**config.mk**
```make
export PLATFORM = sky130hd
export DESIGN_NAME = cpu_param_flat
export DESIGN_NICKNAME = d
export VERILOG_FILES = /design/src/rtl/cpu_param_if.sv /design/src/rtl/cpu_param.sv /design/src/flat_wrapper.sv
export SDC_FILE = /design/constraint.sdc
export NUM_CORES = 1
export LEC_CHECK = 0
export BUFFER_PORTS_ARGS = -buffer_cell sky130_fd_sc_hd__buf_2
export CORE_MARGIN = 1.5
export CORE_UTILIZATION = 60
export CTS_CLUSTER_SIZE = 10
export DETAILED_ROUTE_END_ITERATION = 7
export HOLD_SLACK_MARGIN = 0.15
export PLACE_DENSITY_LB_ADDON = 0.3
export SYNTH_ARGS = -nofsm -noshare
export SYNTH_HDL_FRONTEND = slang
export SYNTH_SLANG_ARGS = --single-unit
```
**constraint.sdc**
```tcl
create_clock -name CLK -period 4.7 [get_ports CLK]
set_input_delay 0.47 -clock CLK [delete_from_list [all_inputs] [get_ports CLK]]
set_output_delay 0.47 -clock CLK [all_outputs]
set_load 0.1 [all_outputs]
```
**src/rtl/cpu_param_if.sv**
```systemverilog
// Data-memory bus between cpu_param and a variable-latency memory.
// The CPU holds its request while BUSYWAIT is high.
interface cpu_param_if #(
  parameter int unsigned DATA_W = 8
);
  logic              MEM_READ;
  logic              MEM_WRITE;
  logic [DATA_W-1:0] MEM_ADDRESS;
  logic [DATA_W-1:0] MEM_WRITEDATA;
  logic [DATA_W-1:0] MEM_READDATA;
  logic              BUSYWAIT;

  modport master (
    output MEM_READ, MEM_WRITE, MEM_ADDRESS, MEM_WRITEDATA,
    input  MEM_READDATA, BUSYWAIT
  );

  modport slave (
    input  MEM_READ, MEM_WRITE, MEM_ADDRESS, MEM_WRITEDATA,
    output MEM_READDATA, BUSYWAIT
  );
endinterface

```
**src/rtl/cpu_param.sv**
```systemverilog
// Parametrised single-issue CPU: ALU ops, j/beq/bne, and load/store that
// stall in MEM_WAIT until the data memory drops BUSYWAIT.
module cpu_param #(
  parameter int unsigned DATA_W     = 8,
  parameter int unsigned REG_ADDR_W = 3,
  parameter logic [31:0] PC_RESET   = 32'h0
) (
  input  logic        CLK,
  input  logic        RESET,
  input  logic [31:0] INSTRUCTION,
  output logic [31:0] PC,
  cpu_param_if.master mem
);
  localparam int unsigned NREGS = 2 ** REG_ADDR_W;
  localparam int unsigned IMM_W = (DATA_W < 8) ? DATA_W : 8;

  typedef enum logic {EXEC, MEM_WAIT} state_t;
  state_t state, state_next;

  logic [DATA_W-1:0]     regs [NREGS];
  logic [7:0]            opcode;
  logic [REG_ADDR_W-1:0] rd, rt, rs;
  logic [DATA_W-1:0]     rt_val, rs_val, imm, alu, wdata;
  logic [31:0]           offset, pc_seq, pc_next;
  logic                  reg_we, is_load, is_store, taken;
  logic                  unused_fields;

  assign opcode = INSTRUCTION[31:24];
  assign rd     = INSTRUCTION[16 +: REG_ADDR_W];
  assign rt     = INSTRUCTION[8 +: REG_ADDR_W];
  assign rs     = INSTRUCTION[0 +: REG_ADDR_W];
  assign rt_val = regs[rt];
  assign rs_val = regs[rs];
  assign imm    = DATA_W'(INSTRUCTION[IMM_W-1:0]);
  assign offset = {{22{INSTRUCTION[23]}}, INSTRUCTION[23:16], 2'b00};
  assign pc_seq = PC + 32'd4;
  assign unused_fields = ^INSTRUCTION[15:8];

  assign is_load  = (opcode == 8'h09) || (opcode == 8'h0A);
  assign is_store = (opcode == 8'h0B) || (opcode == 8'h0C);
  assign taken    = (opcode == 8'h06)
                 || ((opcode == 8'h07) && (rt_val == rs_val))
                 || ((opcode == 8'h08) && (rt_val != rs_val));

  always_comb begin
    alu = '0;
    case (opcode)
      8'h00:   alu = imm;
      8'h01:   alu = rs_val;
      8'h02:   alu = rt_val + rs_val;
      8'h03:   alu = rt_val - rs_val;
      8'h04:   alu = rt_val & rs_val;
      8'h05:   alu = rt_val | rs_val;
      default: alu = '0;
    endcase
  end

  always_comb begin
    state_next = state;
    pc_next    = PC;
    reg_we     = 1'b0;
    wdata      = alu;
    case (state)
      EXEC: begin
        if (is_load || is_store) begin
          state_next = MEM_WAIT;
        end else begin
          pc_next = taken ? pc_seq + offset : pc_seq;
          reg_we  = (opcode <= 8'h05);
        end
      end
      MEM_WAIT: begin
        if (!mem.BUSYWAIT) begin
          state_next = EXEC;
          pc_next    = pc_seq;
          reg_we     = is_load;
          wdata      = mem.MEM_READDATA;
        end
      end
      default: state_next = EXEC;
    endcase
  end

  // Requests are decoded straight from the instruction in both states; reset masks them.
  assign mem.MEM_READ      = !RESET && is_load;
  assign mem.MEM_WRITE     = !RESET && is_store;
  assign mem.MEM_ADDRESS   = ((opcode == 8'h09) || (opcode == 8'h0B)) ? rs_val : imm;
  assign mem.MEM_WRITEDATA = rt_val;

  always_ff @(posedge CLK or posedge RESET) begin
    if (RESET) begin
      state <= EXEC;
      PC    <= PC_RESET;
      regs  <= '{default: '0};
    end else begin
      state <= state_next;
      PC    <= pc_next;
      if (reg_we) regs[rd] <= wdata;
    end
  end
endmodule

```
**src/flat_wrapper.sv**
```systemverilog
// flat-port wrapper written by rule: the top's interface ports become plain ports
module cpu_param_flat 
#(
  parameter int unsigned DATA_W     = 8,
  parameter int unsigned REG_ADDR_W = 3,
  parameter logic [31:0] PC_RESET   = 32'h0
)
  (CLK, RESET, INSTRUCTION, PC, mem_MEM_READ, mem_MEM_WRITE, mem_MEM_ADDRESS, mem_MEM_WRITEDATA, mem_MEM_READDATA, mem_BUSYWAIT);
  cpu_param_if #(.DATA_W(DATA_W)) mem_i ();
  input  logic CLK;
  input  logic RESET;
  input  logic [31:0] INSTRUCTION;
  output logic [31:0] PC;
  output wire logic [$bits(mem_i.MEM_READ)-1:0] mem_MEM_READ;
  output wire logic [$bits(mem_i.MEM_WRITE)-1:0] mem_MEM_WRITE;
  output wire logic [$bits(mem_i.MEM_ADDRESS)-1:0] mem_MEM_ADDRESS;
  output wire logic [$bits(mem_i.MEM_WRITEDATA)-1:0] mem_MEM_WRITEDATA;
  input wire logic [$bits(mem_i.MEM_READDATA)-1:0] mem_MEM_READDATA;
  input wire logic [$bits(mem_i.BUSYWAIT)-1:0] mem_BUSYWAIT;
  assign mem_MEM_READ = mem_i.MEM_READ;
  assign mem_MEM_WRITE = mem_i.MEM_WRITE;
  assign mem_MEM_ADDRESS = mem_i.MEM_ADDRESS;
  assign mem_MEM_WRITEDATA = mem_i.MEM_WRITEDATA;
  assign mem_i.MEM_READDATA = mem_MEM_READDATA;
  assign mem_i.BUSYWAIT = mem_BUSYWAIT;
  cpu_param #(.DATA_W(DATA_W), .REG_ADDR_W(REG_ADDR_W), .PC_RESET(PC_RESET)) u_core (.CLK(CLK), .RESET(RESET), .INSTRUCTION(INSTRUCTION), .PC(PC), .mem(mem_i));
endmodule
```
==> qor.csv, run 1 <==
metric;value;unit
status;finished clean;
hpwl;15.81;mm
antenna_cells;0;
syn-mean-instance-area;9.075;um^2
synth_seq_area_share;28.54;%
cp-start-kind;flop;
setup_viol_count_final;0;
crit_buf_inv;0;
core;13400;um^2
clkTransAtPathRegs;0.07;ns
p_per_area;538.9;nW/um^2
area_growth_syn_to_layout;10.53;%
die_h;120.8;um
cts_buffers;9;
overflow;0;
synth_top_family_by_area;compound AO/OA/AOI/OAI gates;
drc;0;
rows;42;
drv_cap;0;
drt.antenna.violating_nets;0;
path_delay_family;simple AND/OR/NAND/NOR gates;
crit_path_end_kind;flop;
cts_tree;yes;
cp_slowest_cell;dfrtp_1;
cts_sinks;95;
cts_setup_buffers;0;
drv_slew;0;
fin_crit_sh;90.65;%
cts_resized;0;
via_count;7408;
fmax;234.7;MHz
drive_gt1_share;21.72;%
cts_max_level;3;
layout_common_cells;dfrtp_1, a21oi_1, buf_2;
viasPerCell;6.353;
fin_crit;4.260;ns
path_cells;nand4_2 > nor4_4 > nand4_4 > nor3_2 > xor2_1 > ha_1 > a21o_1 > a21oi_1 > nor2_1 > or4_1 > a21oi_1 > or3_1 > mux2i_1 > a2111o_1 > o311ai_1;
yosys.area_share.simple;17.30;%
grt_pass1_wl;36.52;mm
finClkSkew;0.01023;ns
n_fill_cell;1051;
final_common_cell;dfrtp_1;
synth-edff-count;0;
path_class;flop to flop;
root_buffer;clkbuf_16;
antenna_found_initial;0;
worst_pin_slew;1.024;ns
slew_headroom;31.33;%
ios;93;
grt_pass1_vias;7094;
holdCritPathClass;primary input to asynchronous set/reset pin;
yosys_register_bits;95;
critical_path_required;4.95;ns
portBuffers;85;
ys_warn_count;0;
critPathArrivalTime;4.51;ns
wirelength;22.13;mm
postSynthCellCount;918;
path_max_fanout;8;
initialDrtViolationCount;626;
synthMuxAreaShare;16.78;%
clk_latency;0.36;ns
die_w;120.8;um
dr.pass1.iters;6;
synth_cell_types;74;
syn_area;8330;um^2
setup_tns;0;ns
synthFlopType;dfrtp_1;
hold_viol;0;
synth-compound-area-share;17.36;%
async_flop_share;100.0;%
wl_per_cell;18.98;um
gp_congestion;0.9429;
start_util;62.17;%
clock_path_buffers;2;
grt_use_total;31.97;%
cts_hold_buf;0;
max_stage_delay;0.51;ns
utilization;68.71;%
cellLeakagePower;4.319;nW
vdd_drop_max;0.8974;mV
die-area;14600;um^2
rsz0062_at_grt;false;
grt_max_degree;67;
fin_nets;1091;
synthAdderAreaFrac;9.733;%
crit_top_cell;a21oi_1;
synth_xor_area_share;6.308;%
==> worst register-to-register path: cells and delay by family, from the launching register on <==
family	cells	cell delay (ns)
muxes	1	0.12
and+or+nand+nor	7	2.08
AOI/OAI and AO/OA	5	0.92
xor gates and xnor gates	1	0.24
adders and majority gates	1	0.29
DFF	1	0.51
==> cells in the mapped netlist, types with 5 or more instances <==
cell type	number	area (um^2)
nand3_1	28	140.1
o22ai_1	7	43.79
a21oi_1	87	435.4
nor3_1	18	90.09
xor2_1	27	236.5
buf_1	6	22.52
xnor2_1	33	289.0
o21ai_0	67	335.3
nor4_1	5	31.28
o21a_1	5	37.54
mux2i_1	17	170.2
ha_1	60	750.7
a21o_1	18	135.1
or3_1	7	43.79
clkbuf_1	26	97.59
dfrtp_1	95	2377
buf_2	9	45.04
mux2_2	43	484.2
nor2b_1	9	56.30
o21ai_1	5	25.02
and3_1	9	56.30
nand4_1	9	56.30
nor2_1	82	307.8
inv_1	28	105.1
nor3b_1	5	37.54
o21bai_1	7	52.55
a31oi_1	9	56.30
mux4_2	33	743.2
nand2_1	82	307.8
and2_1	9	56.30
==> layout make-up <==
class,count,area (um^2),share of cell area [%]
tap,176,220.2,2.392
inverter,30,118.9,1.291
sequential,95,2377,25.82
timing repair buffer,102,565.5,6.142
clock buffer,11,232.7,2.528
multi-input combinational,747,5634,61.19
clock inverter,5,58.81,0.6387
==> logic make-up after synthesis <==
logic type / count (synthesis)
simple gates: 290
compound gates: 239
flops: 95
mux: 93
buf+inv: 77
fa+ha+maj: 63
xor+xnor: 60
other cells: 1
==> routing by layer <==
layer,GRT usage [%],share of wire (%)
met1,45.18,44
met2,49.25,46
met3,7.877,8.5
met4,8.676,1.7
met5,0,0
==> report_power, final <==
part / internal, mW / total (mW) / leakage [nW] / switching [mW]
Sequential: 0.961 / 1.22 / 1.25 / 0.255
Clock: 0.413 / 0.747 / 0.136 / 0.334
Combinational: 0.915 / 3.00 / 2.93 / 2.08
Total: 2.29 / 4.96 / 4.32 / 2.67
==> sequential cells by signal, indices dropped and copies added (netlist names) <==
register and count:
u_core.regs 64, u_core.PC 30, u_core.state 1
==> per-stage QoR <==
| step | area, um^2 | power, mW | setup slack [ns] | std cells | hold slack [ns] |
|---|---|---|---|---|---|
| CTS | 9208 | 4.943 | 0.4859 | 1166 | 0.3468 |
| global route | 9208 | 5.264 | 0.1844 | 1166 | 0.3820 |
| detailed placement | 8916 | 4.190 | 0.2504 | 1150 | 0.4984 |
| finish | 9208 | 4.962 | 0.4396 | 1166 | 0.3111 |
| floorplan | 8343 | 3.639 | 0.04636 | 919 | 0.4609 |
| global placement | 8916 | 4.149 | 0.3958 | 1150 | 0.4828 |
==> worst paths after layout <==
check | startpoint | to | slack [ns] | cells past startpoint
worst max register to register | u_core.PC[4] | u_core.PC[31] | 0.44 | 15
worst max-delay path | u_core.PC[4] | u_core.PC[31] | 0.44 | 15
max in group asynchronous | RESET | u_core.regs[21] | 3.45 | 3
min in group CLK | u_core.regs[23] | u_core.regs[23] | 0.52 | 2
worst min register to register | u_core.regs[23] | u_core.regs[23] | 0.52 | 2
worst min-delay path | RESET | u_core.regs[24] | 0.31 | 2
(Power assumes the default switching activity.)
==> run 2, diff against run 1 <==
CELL_PAD_IN_SITES_DETAIL_PLACEMENT = 1   (was unset)
CELL_PAD_IN_SITES_GLOBAL_PLACEMENT = 2   (was unset)
CORE_UTILIZATION = 37   (was 60)
==> qor.csv, run 2 (same netlist as run 1, synthesis figures left out) <==
metric;value;unit
start_util;37.94;%
cellLeakagePower;4.373;nW
vdd_drop_max;0.5291;mV
holdCritPathClass;primary input to asynchronous set/reset pin;
cts_max_level;3;
layout.cells.non_filler;1278;
worst_pin_slew;0.7855;ns
cts_setup_buffers;0;
drv_slew;0;
root_buffer;clkbuf_16;
path_class;flop to flop;
die-area;23420;um^2
n_fill_cell;2570;
cts_tree;yes;
die_w;153.1;um
top_regs;u_core.regs: 64 flops, u_core.PC: 30 flops, u_core.state: 1 flops;
largest_register;u_core.regs;
rsz0062_at_grt;false;
area_growth_syn_to_layout;13.16;%
design_area;9427;um^2
wl_per_cell;19.68;um
postPlaceCellArea;9119;um^2
drc;10;
cts_hold_buf;0;
grt_pass1_vias;7377;
critPathArrivalTime;4.55;ns
fin_nets;1099;
initialDrtViolationCount;303;
cts_sinks;95;
post-place-ws;0.1370;ns
violations;DRC;
overflow;0;
die_h;153.1;um
path_max_fanout;8;
clk_latency;0.36;ns
ios;93;
fin_crit_sh;91.29;%
p_per_area;539.3;nW/um^2
viasPerCell;5.597;
slew_headroom;47.63;%
gp_congestion;0.8122;
finClkSkew;0.009761;ns
setup_tns;0;ns
wirelength;25.15;mm
hpwl;18.94;mm
antenna_found_initial;1;
cts_resized;0;
grt_max_degree;58;
final_common_cell;dfrtp_1;
worst_slack;0.4092;ns
via_count;7153;
grt_pass1_wl;41.20;mm
status;finished, violations left;
grt_use_total;22.29;%
dp_cells;1262;
fin_crit;4.291;ns
utilization;42.93;%
cts_buffers;9;
critical_path_required;4.96;ns
largest_reg_flops;64;
clkTransAtPathRegs;0.07;ns
rows;54;
clock_path_buffers;2;
layout_common_cells;dfrtp_1, a21oi_1, buf_2;
portBuffers;85;
dr.pass1.iters;7;
cp-start-kind;flop;
drv_cap;0;
drive_gt1_share;22.44;%
hold_viol;0;
antenna_cells;0;
drt.antenna.violating_nets;0;
setup_viol_count_final;0;
core;21960;um^2
crit_path_end_kind;flop;
fmax;233.1;MHz
run 2: critical path, cell delays in order (launching register included):
cell      delay, ns
dfrtp_1        0.56
nand4_2        0.21
nor4_4         0.47
and2_1         0.30
nand3_1        0.17
xnor2_1        0.20
ha_1           0.35
nand2_1        0.07
or3_1          0.36
o21ai_2        0.30
a21oi_1        0.13
or3_1          0.48
mux2i_1        0.16
a2111o_1       0.36
o311ai_1       0.07
run 2: metal layers:
| layer | part of all wire (%) | routed length [um] | vias to the layer above | global-route usage, % |
|---|---|---|---|---|
| li1 | - | - | 3474 | - |
| met1 | 47 | 11760 | 3532 | 30.30 |
| met2 | 48 | 11970 | 123 | 36.86 |
| met3 | 3.9 | 988 | 22 | 3.317 |
| met4 | 1.7 | 418 | 2 | 6.443 |
| met5 | 0.052 | 13 | - | 0 |
run 2: report_power, final:
| group | internal, mW | leakage [nW] | switching (mW) |
|---|---|---|---|
| combinational | 0.931 | 2.98 | 2.13 |
| clock | 0.434 | 0.144 | 0.359 |
| sequential | 0.960 | 1.25 | 0.268 |
run 2: path summary, 6_finish.rpt:
path,startpoint,endpoint,slack [ns],cells past startpoint
setup / recovery,u_core.PC[4],u_core.PC[31],0.41,14
hold / removal,RESET,u_core.PC[31],0.26,2
setup reg to reg,u_core.PC[4],u_core.PC[31],0.41,14
hold reg to reg,u_core.regs[15],u_core.regs[15],0.51,2
max in group asynchronous,RESET,u_core.regs[50],3.39,3
min in group CLK,u_core.regs[15],u_core.regs[15],0.51,2
run 2: metrics by stage:
step | total power [mW] | hold WS (ns)
after floorplan | 3.639 | 0.4609
after global placement | 4.295 | 0.4751
after detailed placement | 4.322 | 0.4917
after CTS | 5.132 | 0.3091
after global routing | 5.423 | 0.3423
final | 5.084 | 0.2561
run 2: layout make-up:
type	count	area (um^2)	area share (%)
Timing Repair Buffer	110	638.1	6.769
Tap cell	280	350.3	3.716
Clock inverter	5	65.06	0.6902
Clock buffer	11	242.7	2.575
Multi-Input combinational cell	747	5634	59.77
Inverter	30	118.9	1.261
Sequential cell	95	2377	25.22
==> run 3, diff against run 2 <==
CORE_MARGIN = 8   (was 1.5)
==> qor.csv, run 3 (same netlist as run 1, synthesis figures left out) <==
metric;value;unit
vdd_drop_max;0.5341;mV
fmax;231.9;MHz
largest_register;u_core.regs;
path_delay_family;simple AND/OR/NAND/NOR gates;
cts_setup_buffers;0;
setup_tns;0;ns
cts_max_level;3;
fin_crit;4.313;ns
initialDrtViolationCount;363;
critPathArrivalTime;4.55;ns
die-area;27570;um^2
drt.antenna.violating_nets;0;
cp_slowest_cell;dfrtp_1;
cellLeakagePower;4.390;nW
cp-start-kind;flop;
setup_viol_count_final;0;
critical_path_required;4.94;ns
dp_cells;1272;
antenna_found_initial;0;
grt_max_degree;67;
rows;55;
die_h;166.1;um
path_cells;nand4_2 > nor4_4 > nand4_4 > nor3_2 > xor2_1 > ha_1 > a21o_1 > a21oi_1 > nor2_1 > or4_1 > a21oi_1 > or3_1 > mux2i_1 > a2111o_1 > o311ai_1;
fin_crit_sh;91.76;%
clkTransAtPathRegs;0.08;ns
cts_buffers;9;
viasPerCell;5.617;
fin_nets;1104;
n_fill_cell;2677;
path_max_fanout;6;
ff2ff_path_depth;15;
top_regs;u_core.regs: 64 flops, u_core.PC: 30 flops, u_core.state: 1 flops;
crit_top_cell;a21oi_1;
p_total;5.087;mW
cts_hold_buf;0;
path_class;flop to flop;
crit_path_end;u_core.PC[31];
gp_congestion;0.8462;
via_count;7235;
max_stage_delay;0.50;ns
rsz0062_at_grt;false;
antenna_cells;0;
cts_tree;yes;
clk_latency;0.35;ns
cts_sinks;95;
path_depth;15;
layout.cells.non_filler;1288;
drv_cap;0;
status;finished clean;
r2r_end;u_core.PC[31];
hpwl;19.74;mm
dr.pass1.iters;4;
crit_buf_inv;0;
layout_common_cells;dfrtp_1, a21oi_1, buf_2;
core;22370;um^2
start_util;37.25;%
grt_use_total;19.39;%
die_w;166.1;um
ios;93;
multiInputGateArea;5634;um^2
portBuffers;85;
rr_startpoint;u_core.PC[10];
rrSetupSlack;0.39;ns
drc;0;
seqCellArea;2377;um^2
hold_viol;0;
root_buffer;clkbuf_16;
clock_path_buffers;2;
largest_reg_flops;64;
final_common_cell;dfrtp_1;
wl_per_cell;20.52;um
finClkSkew;0.008083;ns
crit_start;u_core.PC[10];
p_per_area;539.1;nW/um^2
overflow;0;
grt_pass1_wl;43.14;mm
area_growth_syn_to_layout;13.28;%
drv_slew;0;
slew_headroom;40.11;%
drive_gt1_share;22.93;%
wirelength;26.42;mm
crit_path_end_kind;flop;
grt_pass1_vias;7699;
worst_pin_slew;0.8983;ns
cts_resized;0;
holdCritPathClass;primary input to asynchronous set/reset pin;
[run 3: final cells by class]
class / instances / share of cell area, %
multi-input cells: 747 / 59.71
flip-flops and latches: 95 / 25.19
repair buffers: 115 / 6.895
well taps: 285 / 3.779
clock buffers: 10 / 2.532
inverters: 30 / 1.260
clock inverters: 6 / 0.6364
[run 3: worst min path at each step]
| stage | depth (start not counted) | slack [ns] | start | end |
|---|---|---|---|---|
| 5_1_grt | 2 | 0.39 | RESET | u_core.PC[30] |
| 4_1_cts | 2 | 0.35 | RESET | u_core.PC[26] |
| 6_report | 2 | 0.32 | RESET | u_core.PC[26] |
| 3_3_place_gp | 2 | 0.47 | u_core.regs[13] | u_core.regs[13] |
| 3_5_place_dp | 2 | 0.49 | u_core.regs[15] | u_core.regs[15] |
| 2_1_floorplan | 2 | 0.46 | u_core.regs[13] | u_core.regs[13] |
[run 3: per-stage QoR]
step | cell area (um^2) | util (%) | setup WS [ns] | hold WS, ns
2_1_floorplan | 8343 | - | 0.04636 | 0.4609
3_3_place_gp | 9138 | 40.86 | 0.3128 | 0.4742
3_5_place_dp | 9138 | 40.86 | 0.2554 | 0.4919
4_1_cts | 9437 | 42.19 | 0.3563 | 0.3458
5_1_grt | 9437 | 42.19 | 0.09561 | 0.3921
6_report | 9437 | 42.19 | 0.3872 | 0.3187
[run 3: power breakdown]
group | switching [mW] | internal [mW] | total (mW)
Combinational | 2.17 | 0.942 | 3.11
Sequential | 0.251 | 0.960 | 1.21
Clock | 0.375 | 0.389 | 0.764
[run 3: routing by layer]
metal  wire [um]  vias up  track usage (%)
met3         875       24            2.591
met1       11760     3598            23.96
met4         453        0            5.613
met2       13330      117            34.64
met5           0        -                0
li1            -     3496                -
